[config.mk]
export PLATFORM = sky130hd
export DESIGN_NAME = commit_trace_aligner
export DESIGN_NICKNAME = d
export VERILOG_FILES = /design/src/rtl/commit_trace_pkg.sv /design/src/rtl/oldest_match_finder.sv /design/src/rtl/commit_trace_aligner.sv
export SDC_FILE = /design/constraint.sdc
export NUM_CORES = 2
export LEC_CHECK = 0
export CAP_MARGIN = 20
export CORE_MARGIN = 2
export CORE_UTILIZATION = 55
export DETAILED_ROUTE_END_ITERATION = 12
export PLACE_DENSITY_LB_ADDON = 0.08
export SETUP_SLACK_MARGIN = 0.1
export SYNTH_ARGS = -nofsm -noshare
export SYNTH_HDL_FRONTEND = slang
export SYNTH_SLANG_ARGS = --single-unit
export TNS_END_PERCENT = 30
[constraint.sdc]
create_clock -name clock -period 22.9 [get_ports clock]
set_input_delay 6.87 -clock clock [delete_from_list [all_inputs] [get_ports clock]]
set_output_delay 6.87 -clock clock [all_outputs]
set_load 0.02 [all_outputs]
[src/rtl/commit_trace_pkg.sv]
// Shared types and helpers for the commit trace aligner.
// Record fields are sized for the widest supported XLEN/HART_W.
package commit_trace_pkg;

  localparam int XLEN_DEF = 64;
  localparam int HART_DEF = 8;
  localparam int RD_LSB   = 7;

  typedef struct packed {
    logic [HART_DEF-1:0] hartid;
    logic [XLEN_DEF-1:0] pc;
    logic [31:0]         inst;
    logic [XLEN_DEF-1:0] wdata;
    logic                int_xcpt;
    logic [XLEN_DEF-1:0] cause;
    logic                waiting;
  } commit_rec_t;

  function automatic int ptr_w(input int depth);
    return (depth > 1) ? $clog2(depth) : 1;
  endfunction

endpackage

[src/rtl/oldest_match_finder.sv]
// Picks the oldest set bit of a match vector, counting from head.
// Rotate so head is bit 0, isolate lowest set bit, rotate back.
module oldest_match_finder #(
  parameter int DEPTH = 16,
  parameter int PW    = 4
) (
  input  logic [DEPTH-1:0] i_match,
  input  logic [PW-1:0]    i_head,
  output logic [DEPTH-1:0] o_onehot,
  output logic             o_hit
);

  logic [DEPTH-1:0] w_rot;
  logic [DEPTH-1:0] w_pri;

  always_comb begin
    w_rot = '0;
    for (int i = 0; i < DEPTH; i++)
      w_rot[i] = i_match[PW'(i) + i_head];
  end

  assign w_pri = w_rot & (~w_rot + DEPTH'(1));

  always_comb begin
    o_onehot = '0;
    for (int j = 0; j < DEPTH; j++)
      o_onehot[j] = w_pri[PW'(j) - i_head];
  end

  assign o_hit = |i_match;

endmodule

[src/rtl/commit_trace_aligner.sv]
// In-order commit buffer that back-fills long-latency rd data.
// Define COMMIT_TRACE_TIMEOUT_EN to add the stuck-head watchdog.
module commit_trace_aligner
  import commit_trace_pkg::*;
#(
  parameter int DEPTH  = 16,
  parameter int XLEN   = 64,
  parameter int HART_W = 8
`ifdef COMMIT_TRACE_TIMEOUT_EN
  ,
  parameter int TIMEOUT = 4096
`endif
) (
  input  logic                       clock,
  input  logic                       reset,
  input  logic                       in_valid,
  input  logic [HART_W-1:0]          in_hartid,
  input  logic [XLEN-1:0]            in_pc,
  input  logic [31:0]                in_inst,
  input  logic [XLEN-1:0]            in_wdata,
  input  logic                       in_has_data,
  input  logic                       in_int_xcpt,
  input  logic [XLEN-1:0]            in_cause,
  input  logic                       ll_wen,
  input  logic [4:0]                 ll_waddr,
  input  logic [XLEN-1:0]            ll_wdata,
  output logic                       out_valid,
  input  logic                       out_ready,
  output logic [HART_W-1:0]          out_hartid,
  output logic [XLEN-1:0]            out_pc,
  output logic [31:0]                out_inst,
  output logic [XLEN-1:0]            out_wdata,
  output logic                       out_int_xcpt,
  output logic [XLEN-1:0]            out_cause,
  output logic                       err_overflow,
  output logic                       err_orphan,
  output logic [$clog2(DEPTH):0]     occupancy
`ifdef COMMIT_TRACE_TIMEOUT_EN
  ,
  output logic                       err_timeout
`endif
);

  localparam int PW = ptr_w(DEPTH);
  localparam int CW = $clog2(DEPTH) + 1;

  commit_rec_t      r_mem [DEPTH];
  logic [PW-1:0]    r_head;
  logic [PW-1:0]    r_tail;
  logic [CW-1:0]    r_count;
  logic             r_err_ovf;
  logic             r_err_orph;

  commit_rec_t      w_head_rec;
  commit_rec_t      w_new;
  logic             w_nonempty;
  logic             w_full;
  logic             w_show;
  logic             w_out_valid;
  logic             w_pop;
  logic             w_push;
  logic             w_ovf;
  logic             w_orphan;
  logic             w_ll_act;
  logic [4:0]       w_rd;
  logic [DEPTH-1:0] w_match;
  logic [DEPTH-1:0] w_fill_oh;
  logic             w_hit;

  assign w_head_rec  = r_mem[r_head];
  assign w_nonempty  = (r_count != '0);
  assign w_full      = (r_count == CW'(DEPTH));
  assign w_show      = reset && w_nonempty;
  assign w_out_valid = w_show && !w_head_rec.waiting;
  assign w_pop       = w_out_valid && out_ready;
  assign w_push      = in_valid && (!w_full || w_pop);
  assign w_ovf       = in_valid && w_full && !w_pop;
  assign w_rd        = in_inst[RD_LSB +: 5];
  assign w_ll_act    = ll_wen && (ll_waddr != 5'd0);
  assign w_orphan    = w_ll_act && !w_hit;

  // Only live entries are candidates; the tail slot being written is not.
  always_comb begin
    w_match = '0;
    for (int i = 0; i < DEPTH; i++)
      w_match[i] = w_ll_act && r_mem[i].waiting
                && (CW'(PW'(PW'(i) - r_head)) < r_count)
                && (r_mem[i].inst[RD_LSB +: 5] == ll_waddr);
  end

  oldest_match_finder #(
    .DEPTH (DEPTH),
    .PW    (PW)
  ) u_finder (
    .i_match  (w_match),
    .i_head   (r_head),
    .o_onehot (w_fill_oh),
    .o_hit    (w_hit)
  );

  always_comb begin
    w_new          = '0;
    w_new.hartid   = HART_DEF'(in_hartid);
    w_new.pc       = XLEN_DEF'(in_pc);
    w_new.inst     = in_inst;
    w_new.int_xcpt = in_int_xcpt;
    w_new.cause    = XLEN_DEF'(in_cause);
    w_new.waiting  = !in_has_data && !in_int_xcpt && (w_rd != 5'd0);
    if (in_has_data || w_rd != 5'd0)
      w_new.wdata  = XLEN_DEF'(in_wdata);
  end

  always_ff @(posedge clock) begin
    if (!reset) begin
      r_head     <= '0;
      r_tail     <= '0;
      r_count    <= '0;
      r_err_ovf  <= 1'b0;
      r_err_orph <= 1'b0;
      for (int i = 0; i < DEPTH; i++)
        r_mem[i].waiting <= 1'b0;
    end else begin
      if (w_push) begin
        r_mem[r_tail] <= w_new;
        r_tail        <= r_tail + PW'(1);
      end
      for (int i = 0; i < DEPTH; i++)
        if (w_fill_oh[i]) begin
          r_mem[i].wdata   <= XLEN_DEF'(ll_wdata);
          r_mem[i].waiting <= 1'b0;
        end
      if (w_pop)
        r_head <= r_head + PW'(1);
      r_count <= r_count + CW'(w_push) - CW'(w_pop);
      if (w_ovf)
        r_err_ovf <= 1'b1;
      if (w_orphan)
        r_err_orph <= 1'b1;
    end
  end

  assign out_valid    = w_out_valid;
  assign out_hartid   = w_show ? w_head_rec.hartid[HART_W-1:0] : '0;
  assign out_pc       = w_show ? w_head_rec.pc[XLEN-1:0] : '0;
  assign out_inst     = w_show ? w_head_rec.inst : '0;
  assign out_wdata    = w_show ? w_head_rec.wdata[XLEN-1:0] : '0;
  assign out_int_xcpt = w_show && w_head_rec.int_xcpt;
  assign out_cause    = w_show ? w_head_rec.cause[XLEN-1:0] : '0;
  assign err_overflow = r_err_ovf;
  assign err_orphan   = r_err_orph;
  assign occupancy    = r_count;

`ifdef COMMIT_TRACE_TIMEOUT_EN
  localparam int TW = $clog2(TIMEOUT + 1);

  logic [TW-1:0] r_to_cnt;
  logic          r_err_to;
  logic          w_to_run;
  logic          w_head_fill;

  assign w_to_run    = w_nonempty && w_head_rec.waiting;
  assign w_head_fill = w_fill_oh[r_head];

  always_ff @(posedge clock) begin
    if (!reset) begin
      r_to_cnt <= '0;
      r_err_to <= 1'b0;
    end else if (!w_to_run || w_head_fill) begin
      r_to_cnt <= '0;
    end else if (r_to_cnt != TW'(TIMEOUT)) begin
      r_to_cnt <= r_to_cnt + TW'(1);
      if (r_to_cnt == TW'(TIMEOUT - 1))
        r_err_to <= 1'b1;
    end
  end

  assign err_timeout = r_err_to;
`endif

endmodule

==> impl_metrics.csv <==
group,metric,value,unit
clock_network,cts_setup_buffers,0,
floorplanning,coreArea,0.294,mm2
timing,fin_tns_setup,0,ns
synthesis,synthFlopType,"edfxtp_1",
synthesis,netlist_area,0.162,mm2
routing,wire_per_inst,33.8,um
clock_network,cts.sinks,3763,
floorplanning,die_h,547,um
routing,drtPass1Iterations,8,
grt,grt_pass1_wl,607,mm
clock_network,numCtsBuffers,387,
setup_path,max_stage_delay,0.58,ns
flow_run,max_cap_violations,0,
synthesis,synth_xor_area_share,0.578,%
timing,fmax,0.0591,GHz
routing,drt-total-wl,424,mm
clock_network,insertion_delay,0.95,ns
synthesis,synth-async-reset-ratio,0,%
setup_path,end_kind,"primary output",
synthesis,syn_area_per_cell,20.8,um2
timing,setup_viol,0,
grt,grt_use_total,28.2,%
placed_design,dp_hpwl,223,mm
pwr,power_leakage,0.0565,uW
setup_path,crit_top_cell,"buf_4",
floorplanning,die_x,547,um
routing,ant_nets,0,
clock_network,cts_hold_buf,0,
timing,fin_ws,5.97,ns
min_path,min_path_type,"flip-flop to flip-flop",
status,status,"completed",
timing,hold_viol_final,0,
clock_network,cts_resized,0,
placed_design,placed_cell_area,0.172,mm2
setup_path,crit_path_top_delay_cell,"buf_4",
synthesis,synth-seq-cells,3763,
layout,drive_above_1_share,34.6,%
setup_path,arrival,10.06,ns
grt,antenna_found_initial,101,
synthesis,synthSimpleGateAreaFrac,2.37,%
timing,rsz0062_at_grt,"false",
timing,worst_pin_slew,1.40,ns
layout,design_area,0.184,mm2
timing,skew,0.0537,ns
timing,period_minus_slack,16.93,ns
routing,routed_via_density,6.52,
floorplanning,start_util,55.3,%
timing,holdWs,0.483,ns
layout,areaGrowthSynthToFinish,13.4,%
synthesis,synth-edff-count,3735,
routing,drc,0,
synthesis,synth.mux.area_fraction,24.1,%
setup_path,crit_fanout,56,
setup_path,worstSetupPathDepth,8,
placed_design,place_congestion,0.910,
setup_path,reg2reg_depth,24,
pwr,p_total,17200,uW
grt,grt_overflow,0,
clock_network,cts_tree,"done",
timing,slew_violations,0,
floorplanning,dieArea,0.299,mm2
timing,relSlewSlack,6.41,%
setup_path,cp.buffers_inverters,6,
setup_path,crit_family,"buffers and inverters",
pwr,irDropWorstVdd,0.0868,mV
layout,regArea,0.113,mm2
placed_design,post-place-ws,5.93,ns
synthesis,synthAdderAreaFrac,0.367,%
clock_network,cts_max_level,5,
synthesis,ys_warn_count,0,
timing,post-route-period-util,73.9,%
synthesis,synth_top_family_by_area,"multiplexers",
pwr,p_per_area,93.5,mW/mm2
layout,fillers,20100,
clock_network,cts-root-buf,"clkbuf_16",
placed_design,portBuffers,548,
setup_path,path_cells,"clkdlybuf4s50_1, buf_4, o21ai_4, buf_4, buf_4, buf_4, nor2b_1, clkdlybuf4s50_1",
synthesis,synth.distinct_cells,89,
grt,grt_pass1_vias,83700,
layout,nets,8647,
min_path,hold_depth,2,
synthesis,postSynthCellCount,7785,
setup_path,worst_setup_path_start_kind,"input pin",
setup_path,worstSetupPathType,"input pin to primary output",
floorplanning,row_count,199,
floorplanning,io_pins,549,
clock_network,clk_pin_slew,0.06,ns
clock_network,clockBufferDepth,4,
synthesis,synth-compound-area-share,1.37,%
routing,vias,81900,
synthesis,ys_seq_area_share,69.5,%
layout,multi_input_area,0.0469,mm2
routing,drt_iter0_drc,9689,
setup_path,worst_ep_required_time,16.03,ns
grt,grt_max_degree,164,
synthesis,synth_nets,8140,
==> layer usage <==
| layer | GRT usage (%) | wire length (um) | up-vias |
|---|---|---|---|
| li1 | - | - | 33600 |
| met1 | 39.8 | 173000 | 44000 |
| met2 | 45.0 | 206000 | 3437 |
| met3 | 5.75 | 33800 | 712 |
| met4 | 8.16 | 11800 | 88 |
| met5 | 0 | 551 | - |
==> logic make-up after synthesis <==
family / after synthesis
flops: 3763
mux: 2243
simple gates: 682
buf+inv: 654
compound gates: 289
xor+xnor: 107
fa+ha+maj: 47
==> sequential cells by signal (all words and copies together) (netlist names), named ones only <==
name / count
r_tail: 4
r_head: 4
err_overflow: 1
occupancy: 5
err_orphan: 1
r_mem: 3744
==> cells in the final DEF, fill, tap and decap left out, types with 43 or more instances in the layout <==
cell	instances
clkdlybuf4s50_1	548
clkbuf_1	84
nand3_1	43
nor2b_1	305
clkinv_1	102
nor2_1	72
mux2_4	145
nand2_1	85
clkinv_2	81
ha_1	46
mux2_2	876
mux4_2	1177
edfxtp_1	3735
buf_4	159
xor2_1	47
clkbuf_16	395
xnor2_1	60
==> path summary, 6_finish.rpt <==
kind                              startpoint            end  slack, ns
worst max register to register     r_head[1]  r_mem[12][71]      12.38
worst min register to register  err_overflow   err_overflow       0.48
worst min-delay path            err_overflow   err_overflow       0.48
worst max-delay path                   reset  out_cause[27]       5.97
==> where the power goes <==
group          switching (uW)  internal (uW)
Combinational            1710           1400
Clock                    2620           3440
Sequential               86.5           7950
Total                    4420          12800
==> per-stage QoR <==
step | util (%) | std cells
global placement | 58.5 | 11800
floorplan | - | 7785
CTS | 62.6 | 12500
global route | 62.7 | 12500
detailed placement | 58.5 | 11800
finish | 62.7 | 12600
==> cells in the mapped netlist, types with 29 or more instances <==
cell	number	area, um2
nand3_1	43	215
buf_2	85	425
clkbuf_1	403	1510
nand2_1	87	327
nor2_1	83	312
mux2i_1	32	320
buf_6	29	327
buf_1	67	251
xnor2_1	60	526
xor2_1	47	412
o221ai_1	31	272
ha_1	46	576
inv_1	41	154
mux2_2	876	9860
edfxtp_1	3735	112000
mux4_2	1177	26500
nand4_1	36	225
mux2_4	145	2180
nor2b_1	305	1910
a21oi_1	37	185
==> final cells by class <==
type                    count  area share (%)
diodes                     27          0.0367
clock buffers             480            5.55
clock inverters           232            1.02
inverters                  48           0.131
multi-input cells        3368            25.5
flip-flops and latches   3763            61.3
well taps                3919            2.67
repair buffers            724            3.81
==> tightest hold or removal path, cell delays in order, from the launching register on <==
cell     delay (ns)
dfxtp_1        0.33
a21oi_1        0.04
nor2_1         0.07
Power figures use the tool's default switching activity.
